[config.mk]
export PLATFORM = sky130hd
export DESIGN_NAME = iob_pwm_deadtime
export DESIGN_NICKNAME = d
export VERILOG_FILES = /design/src/rtl/iob_pwm_deadtime.sv
export SDC_FILE = /design/constraint.sdc
export NUM_CORES = 1
export LEC_CHECK = 0
export CORE_MARGIN = 5
export CORE_UTILIZATION = 25
export CTS_CLUSTER_DIAMETER = 50
export DETAILED_ROUTE_END_ITERATION = 16
export PLACE_DENSITY_LB_ADDON = 0.1
export SYNTH_ARGS = -nofsm -noshare
export SYNTH_HDL_FRONTEND = slang
export SYNTH_SLANG_ARGS = --single-unit
[constraint.sdc]
create_clock -name clk -period 1.9 [get_ports clk]
set_input_delay 0.475 -clock clk [delete_from_list [all_inputs] [get_ports clk]]
set_output_delay 0.475 -clock clk [all_outputs]
set_load 0.01 [all_outputs]
[src/rtl/iob_pwm_deadtime.sv]
// Complementary gate-drive bridge with programmable dead time and fault latch.
// Converts a single-ended PWM stream into non-overlapping high/low-side drives.
module iob_pwm_deadtime #(
    parameter int unsigned DT_W = 8
) (
    input  logic            clk,
    input  logic            rst,
    input  logic            en,
    input  logic            pwm_in,
    input  logic [DT_W-1:0] dead_time,
    input  logic            fault,
    input  logic            fault_clr,
    output logic            pwm_h,
    output logic            pwm_l,
    output logic            fault_flag,
    output logic            dt_active
);

    typedef enum logic [2:0] {
        OFF,
        DEAD,
        H_ON,
        L_ON,
        FAULT
    } state_t;

    state_t          state;
    logic            pwm_q;
    logic            tgt;
    logic [DT_W-1:0] dt_cnt;
    logic            dt_zero;
    logic            start;

    assign dt_zero = (dead_time == '0);

    // OFF, H_ON->low and L_ON->high all head toward the side pwm_q requests.
    assign start = (state == OFF)
                 || ((state == H_ON) && !pwm_q)
                 || ((state == L_ON) &&  pwm_q);

    always_ff @(posedge clk or negedge rst) begin
        if (!rst) begin
            state  <= OFF;
            pwm_q  <= 1'b0;
            tgt    <= 1'b0;
            dt_cnt <= '0;
        end else begin
            pwm_q <= pwm_in;
            if (fault) begin
                state <= FAULT;
            end else if (state == FAULT) begin
                if (fault_clr) begin
                    state <= OFF;
                end
            end else if (!en) begin
                state <= OFF;
            end else if (state == DEAD) begin
                // Counter never reloads here, so input glitches cannot alter the gap.
                tgt    <= pwm_q;
                dt_cnt <= dt_cnt - DT_W'(1);
                if (dt_cnt <= DT_W'(1)) begin
                    state <= tgt ? H_ON : L_ON;
                end
            end else if (start) begin
                if (dt_zero) begin
                    state <= pwm_q ? H_ON : L_ON;
                end else begin
                    state  <= DEAD;
                    tgt    <= pwm_q;
                    dt_cnt <= dead_time;
                end
            end
        end
    end

    assign pwm_h      = (state == H_ON);
    assign pwm_l      = (state == L_ON);
    assign dt_active  = (state == DEAD);
    assign fault_flag = (state == FAULT);

endmodule

==> key figures, run 1 <==
Placed design
  – Dpl hpwl: 1904 µm
  – Inst Count DP: 174
  – Port bufs: 17
  – DP Worst Slack: -141.6 ps
  – GPL Wtd Cong: 0.7195
  – Area after DPL: roughly 0.0013 mm²

Timing
  – Fmax: ~550 MHz
  – Final Skew: ~1.8 ps
  – RSZ-0062 raised after global routing: false
  – Hold slack: 497.9 ps
  – Final hold viol count: 0
  – Min cycle time layout: 1832 ps
  – Max Transition Viols Final: 0
  – Slew @ Worst Pin: 420.4 ps
  – Final setup fails: 0
  – Final setup margin: 68.40 ps
  – Rel. slew slack: between 70% and 80%
  – Tcrit/Tclk final: 96.40%

Logic synthesis
  – Mapped Cells: 89
  – Synth Register Bits: 13
  – Synth unique cells: 37
  – Most area-hungry cell type in the Yosys netlist: dfrtp_1
  – Largest cells by area after synthesis: dfrtp_1 (38%), o2bb2ai_1 (6.1%), a21oi_1 (4.0%)
  – Seq/Total Area, Yosys: 37.57%
  – Post-Syn Area: 865.8 µm²
  – Synth warn: 0
  – Syn nets: 105
  – Avg Inst Size Synth: a little under 10 µm²
  – Post-synth top area share: 37.57%

Drt
  – First-pass DRT Iterations: 4
  – Metal-1 WL: 1136 µm
  – Highest Signal Layer: met4
  – Mean routed wirelength per cell: 13.70 µm
  – Detailed-route via count: between 800 and 900
  – Antenna viol nets, final: 0
  – Final WL: 2438 µm
  – Met2 wire len: around 1200 µm
  – Drt via density: 4.685
  – Detailed-routed wire length on met3: 106 µm
  – Drc violations: 0
  – 1st-iter DRT viols: 15

Finish
  – Final std cells w/o fill: 178
  – Final-stage net count: 149
  – Most common cell after layout, fill and taps aside: buf_4
  – Syn-to-layout area delta: 49.71%
  – Layout cells sized above 1: 33.33%
  – Final Instance Area: roughly 0.0013 mm²
  – Diodes inserted: 0
  – Fin util: 38.85%
  – Commonest non-fill, non-tap cells in the layout: buf_4 (25), dfrtp_1 (13), clkdlybuf4s50_1 (13)

CTS
  – Worst-path clk slew: about 80 ps
  – CTS tree: done
  – Buffer count from post-CTS setup fixing: 0
  – Clk buf depth: 2
  – Inserted Clock Buffers: 3
  – CTS sink cnt: 13
  – Clk_lat worst skew: around 280 ps
  – CTS root buffer: clkbuf_4
  – # H-tree levels: 1

Critical path
  – Kind of cell adding the most delay to the critical path: simple AND/OR/NAND/NOR gates
  – R2R cell count: 5
  – Critical path launch point type: flop
  – Slowest cell on crit path: dfrtp_1
  – Critical path data required time: 2070 ps
  – Maximum fanout along the worst path: 3
  – Buf/Inv on CP: 1
  – Worst EP arrival: ~2000 ps
  – CP max stage delay: 400 ps
  – Kind of end point of the critical path: flop
  – Crit path depth: 5
  – Setup CP Type: reg -> reg
  – Worst path cell trace: or3b_4 -> buf_4 -> or3_1 -> nand3_2 -> mux2_2

Floorplanning
  – Row count: 21
  – Initial Utilization: between 20 and 30%
  – Io pins: 18
  – Die width: 68.85 µm
  – Core area: 0.003337 mm²
  – Die ar.: 0.004740 mm²
  – Vert. Die Dim: 68.85 µm

Min path
  – Min-delay worst type: in -> async

Power
  – Leakage: between 0.5 and 0.6 nW
  – Pwr/cell area: 653.4 mW/mm²
  – Max VDD drop: 0.3880 mV

Run
  – Max-cap viol count: 0

Global route
  – GRT Resource Usage Total: 12.09%
  – Number of global-route vias before repair: 894
  – Largest net degree at the start of global routing: 19
  – Gr ovfl total: 0
  – First-pass GRT wire length: 4291 µm
  – Initial antenna violation count: 0

Outcome
  – Status: completed
cells in the mapped netlist, drive strengths merged:
| master | n |
|---|---|
| nor3 | 2 |
| o31ai | 2 |
| o21ai | 3 |
| nor2b | 1 |
| o311ai | 1 |
| nand3 | 7 |
| nand2 | 5 |
| a31oi | 1 |
| and3 | 1 |
| nand2b | 1 |
| o2111ai | 1 |
| a21o | 2 |
| buf | 3 |
| and3b | 1 |
| nor3b | 2 |
| dfrtp | 13 |
| xor2 | 1 |
| o211ai | 2 |
| nor4 | 4 |
| a221oi | 1 |
| or3 | 3 |
| ha | 2 |
| mux2 | 4 |
| inv | 5 |
| a2111oi | 1 |
| a21oi | 7 |
| o2bb2ai | 6 |
| nor2 | 3 |
| or4 | 1 |
| or3b | 3 |
metal layers:
metal  vias to the layer above  GRT usage [%]
li1                        432              -
met1                       384          16.09
met2                        16          19.40
met3                         2          4.214
met4                         0          1.460
met5                         -              0
sequential cells by signal, summed over array words and instances (netlist names):
| name | count |
|---|---|
| dt_cnt | 8 |
| state | 3 |
| pwm_q | 1 |
| tgt | 1 |
stage by stage:
step / TNS (ps) / total power (W)
after floorplan: 0 / 0.0005183
after global placement: -943.0 / 0.0006692
after detailed placement: -1265 / 0.0006692
after CTS: 0 / 0.0008575
after global routing: 0 / 0.0009089
final: 0 / 0.0008470
cells by family (layout without fill, tap and decap cells):
kind of cell / Yosys count / count (layout) / synth area share, %
XOR/XNOR: 1 / 1 / 1.012
multiplexers: 4 / 4 / 6.069
AND/OR/NAND/NOR: 34 / 34 / 24.13
flip-flops: 13 / 13 / 37.57
AO/OA/AOI/OAI: 27 / 27 / 24.13
buffers and inverters: 8 / 51 / 4.190
adder cells (fa/ha/maj): 2 / 2 / 2.890
where the power goes:
part | leakage, nW | total, W | switching (W) | internal, W
Sequential | 0.161 | 0.000364 | 0.0000392 | 0.000324
Clock | 0.0150 | 0.000179 | 0.0000978 | 0.0000814
Combinational | 0.402 | 0.000304 | 0.000135 | 0.000169
Total | 0.579 | 0.000847 | 0.000272 | 0.000575
what timing repair did:
item,CTS,global route
hold buffers,0,0
gates resized for setup,10,3
endpoints found under the setup margin,6,4
worst paths after layout:
check | start | end | slack (ps)
worst max-delay path | state[1]$_DFFE_PN0P_ | state[1]$_DFFE_PN0P_ | 70
worst min-delay path | rst | dt_cnt[6]$_DFFE_PN0P_ | 500
worst max register to register | state[1]$_DFFE_PN0P_ | state[1]$_DFFE_PN0P_ | 70
worst min register to register | dt_cnt[6]$_DFFE_PN0P_ | dt_cnt[6]$_DFFE_PN0P_ | 510
max in group asynchronous | rst | tgt$_DFFE_PN0P_ | 1240
min in group clk | dt_cnt[6]$_DFFE_PN0P_ | dt_cnt[6]$_DFFE_PN0P_ | 510
layout make-up:
class,instances,area (µm²)
inverters,5,18.77
repair buffers,42,351.6
flip-flops and latches,13,325.3
fillers,370,2041
multi-input cells,68,516.7
clock buffers,4,26.28
well taps,46,57.56
Power figures use the tool's default switching activity.
==> run 2, diff against run 1 <==
--- a/config.mk
+++ b/config.mk
@@ -10,6 +10,7 @@
 export CTS_CLUSTER_DIAMETER = 50
 export DETAILED_ROUTE_END_ITERATION = 16
 export PLACE_DENSITY_LB_ADDON = 0.1
+export SLEW_MARGIN = 10
 export SYNTH_ARGS = -nofsm -noshare
 export SYNTH_HDL_FRONTEND = slang
 export SYNTH_SLANG_ARGS = --single-unit
==> results of run 2 <==
Same layout as run 1: the final DEF is identical, and so are final timing and power.
==> run 3, diff against run 2 <==
--- a/config.mk
+++ b/config.mk
@@ -5,7 +5,6 @@
 export SDC_FILE = /design/constraint.sdc
 export NUM_CORES = 1
 export LEC_CHECK = 0
-export CORE_MARGIN = 5
 export CORE_UTILIZATION = 25
 export CTS_CLUSTER_DIAMETER = 50
 export DETAILED_ROUTE_END_ITERATION = 16
==> key figures, run 3 (synthesis results as in run 1) <==
Drt
  – Mean routed wirelength per cell: roughly 13 µm
  – Final WL: 2360 µm
  – First-pass DRT Iterations: 4
  – Antenna viol nets, final: 0
  – 1st-iter DRT viols: 36
  – Drt via density: 4.951
  – Drc violations: 0
  – Detailed-route via count: 901

Finish
  – Final std cells w/o fill: 182
  – Final-stage net count: ~150
  – Layout cells sized above 1: 38.97%
  – Commonest non-fill, non-tap cells in the layout: buf_4 (29), dfrtp_1 (13), clkdlybuf4s50_1 (13)
  – Top reg by flops: dt_cnt
  – Max FFs per register: 8
  – Diodes inserted: 0
  – Largest regs: dt_cnt: 8 flops, state: 3 flops
  – Fin util: 39.63%
  – Most common cell after layout, fill and taps aside: buf_4
  – Syn-to-layout area delta: 52.75%

Timing
  – Final hold viol count: 0
  – Fmax: 549.5 MHz
  – Final Skew: ~6.7 ps
  – Max Transition Viols Final: 0
  – RSZ-0062 raised after global routing: false
  – Final setup fails: 0
  – Hold slack: 494.8 ps
  – Rel. slew slack: a little under three quarters
  – Min cycle time layout: 1820 ps
  – Tcrit/Tclk final: 95.79%
  – Slew @ Worst Pin: 427.9 ps
  – Final setup margin: 80.06 ps

CTS
  – # H-tree levels: 1
  – CTS sink cnt: 13
  – Clk buf depth: 2
  – CTS tree: done
  – Inserted Clock Buffers: 3
  – CTS root buffer: clkbuf_4
  – Clk_lat worst skew: about 280 ps
  – Worst-path clk slew: 90 ps

Placed design
  – Port bufs: 17
  – Dpl hpwl: 1851 µm
  – DP Worst Slack: -169.1 ps
  – GPL Wtd Cong: 0.7648
  – Inst Count DP: between 150 and 200

Floorplanning
  – Io pins: 18
  – Initial Utilization: 25.95%
  – Core area: roughly 0.0033 mm²
  – Die width: around 61 µm
  – Row count: 21
  – Die ar.: 0.003703 mm²
  – Vert. Die Dim: 60.85 µm

Power
  – P_sw: 0.0002730 W
  – Seq pwr share: 42.6%
  – Combinational share of power: 36.6%
  – Clock power frac: 20.8%
  – Max VDD drop: 0.2672 mV
  – Pwr/cell area: between 600 and 700 mW/mm²
  – Sw Share: 32.16%
  – Total power: roughly 0.00085 W
  – Int Pwr: 0.0005758 W
  – Leakage: about 0.6 nW

Outcome
  – Status: completed

Global route
  – GRT met1 Usage: 18.55%
  – Initial antenna violation count: 0
  – Gr ovfl total: 0
  – Number of global-route vias before repair: 863
  – First-pass GRT wire length: 3877 µm
  – Largest net degree at the start of global routing: 19
  – GRT Resource Usage Total: 14.72%
  – Grt peak-use layer: met2
  – Met2 Usage GRT: 23.39%
  – Global-route track usage on met3: 2.985%

Critical path
  – Worst path cell trace: or3b_4 -> buf_4 -> or3_4 -> nand3_2 -> mux2_2
  – CP max stage delay: about 400 ps
  – Worst EP arrival: slightly below 2000 ps
  – Critical path data required time: 2060 ps
  – Setup CP Type: reg -> reg
  – Critical path launch point type: flop
  – Maximum fanout along the worst path: 3
  – Kind of end point of the critical path: flop
  – Slowest cell on crit path: dfrtp_1

Min path
  – Min-delay worst type: in -> async

Run
  – Max-cap viol count: 0
-- run 3: path summary, 6_finish.rpt --
path,slack [ps],to,cells past startpoint,start
worst max register to register,80,state[1]$_DFFE_PN0P_,5,state[1]$_DFFE_PN0P_
worst min register to register,510,dt_cnt[6]$_DFFE_PN0P_,1,dt_cnt[6]$_DFFE_PN0P_
worst min-delay path,490,dt_cnt[6]$_DFFE_PN0P_,2,rst
worst max-delay path,80,state[1]$_DFFE_PN0P_,5,state[1]$_DFFE_PN0P_
min in group clk,510,dt_cnt[6]$_DFFE_PN0P_,1,dt_cnt[6]$_DFFE_PN0P_
max in group asynchronous,1230,pwm_q$_DFF_PN0_,2,rst
-- run 3: layer usage --
metal  share of wire (%)  wire [µm]
met1                  48       1123
met2                  46       1082
met3                 5.0        119
met4                 1.5         35
met5                   0          0
-- run 3: worst max-delay path: cells and delay by family, from the launching register on --
family	cells	cell delay, ps
DFF	1	400
muxes	1	340
buffers and inverters	1	140
and+or+nand+nor	3	820
-- run 3: power by group through the flow --
stage                     clock (W)  sequential, W  combinational, W
after detailed placement          0       0.000367          0.000303
after global placement            0       0.000365          0.000309
final                      0.000177       0.000361          0.000311
after global routing       0.000195       0.000368          0.000346
after floorplan                   0       0.000363          0.000155
after CTS                  0.000180       0.000362          0.000307
-- run 3: area by class of cell --
class | instances | area [µm²]
Clock buffer | 4 | 26.28
Fill cell | 349 | 2014
Inverter | 5 | 18.77
Multi-Input combinational cell | 68 | 526.8
Sequential cell | 13 | 325.3
Tap cell | 46 | 57.56
Timing Repair Buffer | 46 | 367.9
-- run 3: what timing repair did --
action / in CTS / in global routing
hold buffers: 0 / 0
buffers inserted: 1 / 0
setup endpoints to repair: 6 / 6
resized for setup: 8 / 11
-- run 3: metrics by stage --
stage	instance area, µm²	TNS [ps]
3_3_place_gp	1286	-1173
4_1_cts	1326	0
6_report	1323	0
2_1_floorplan	865.8	0
5_1_grt	1323	0
3_5_place_dp	1286	-1505
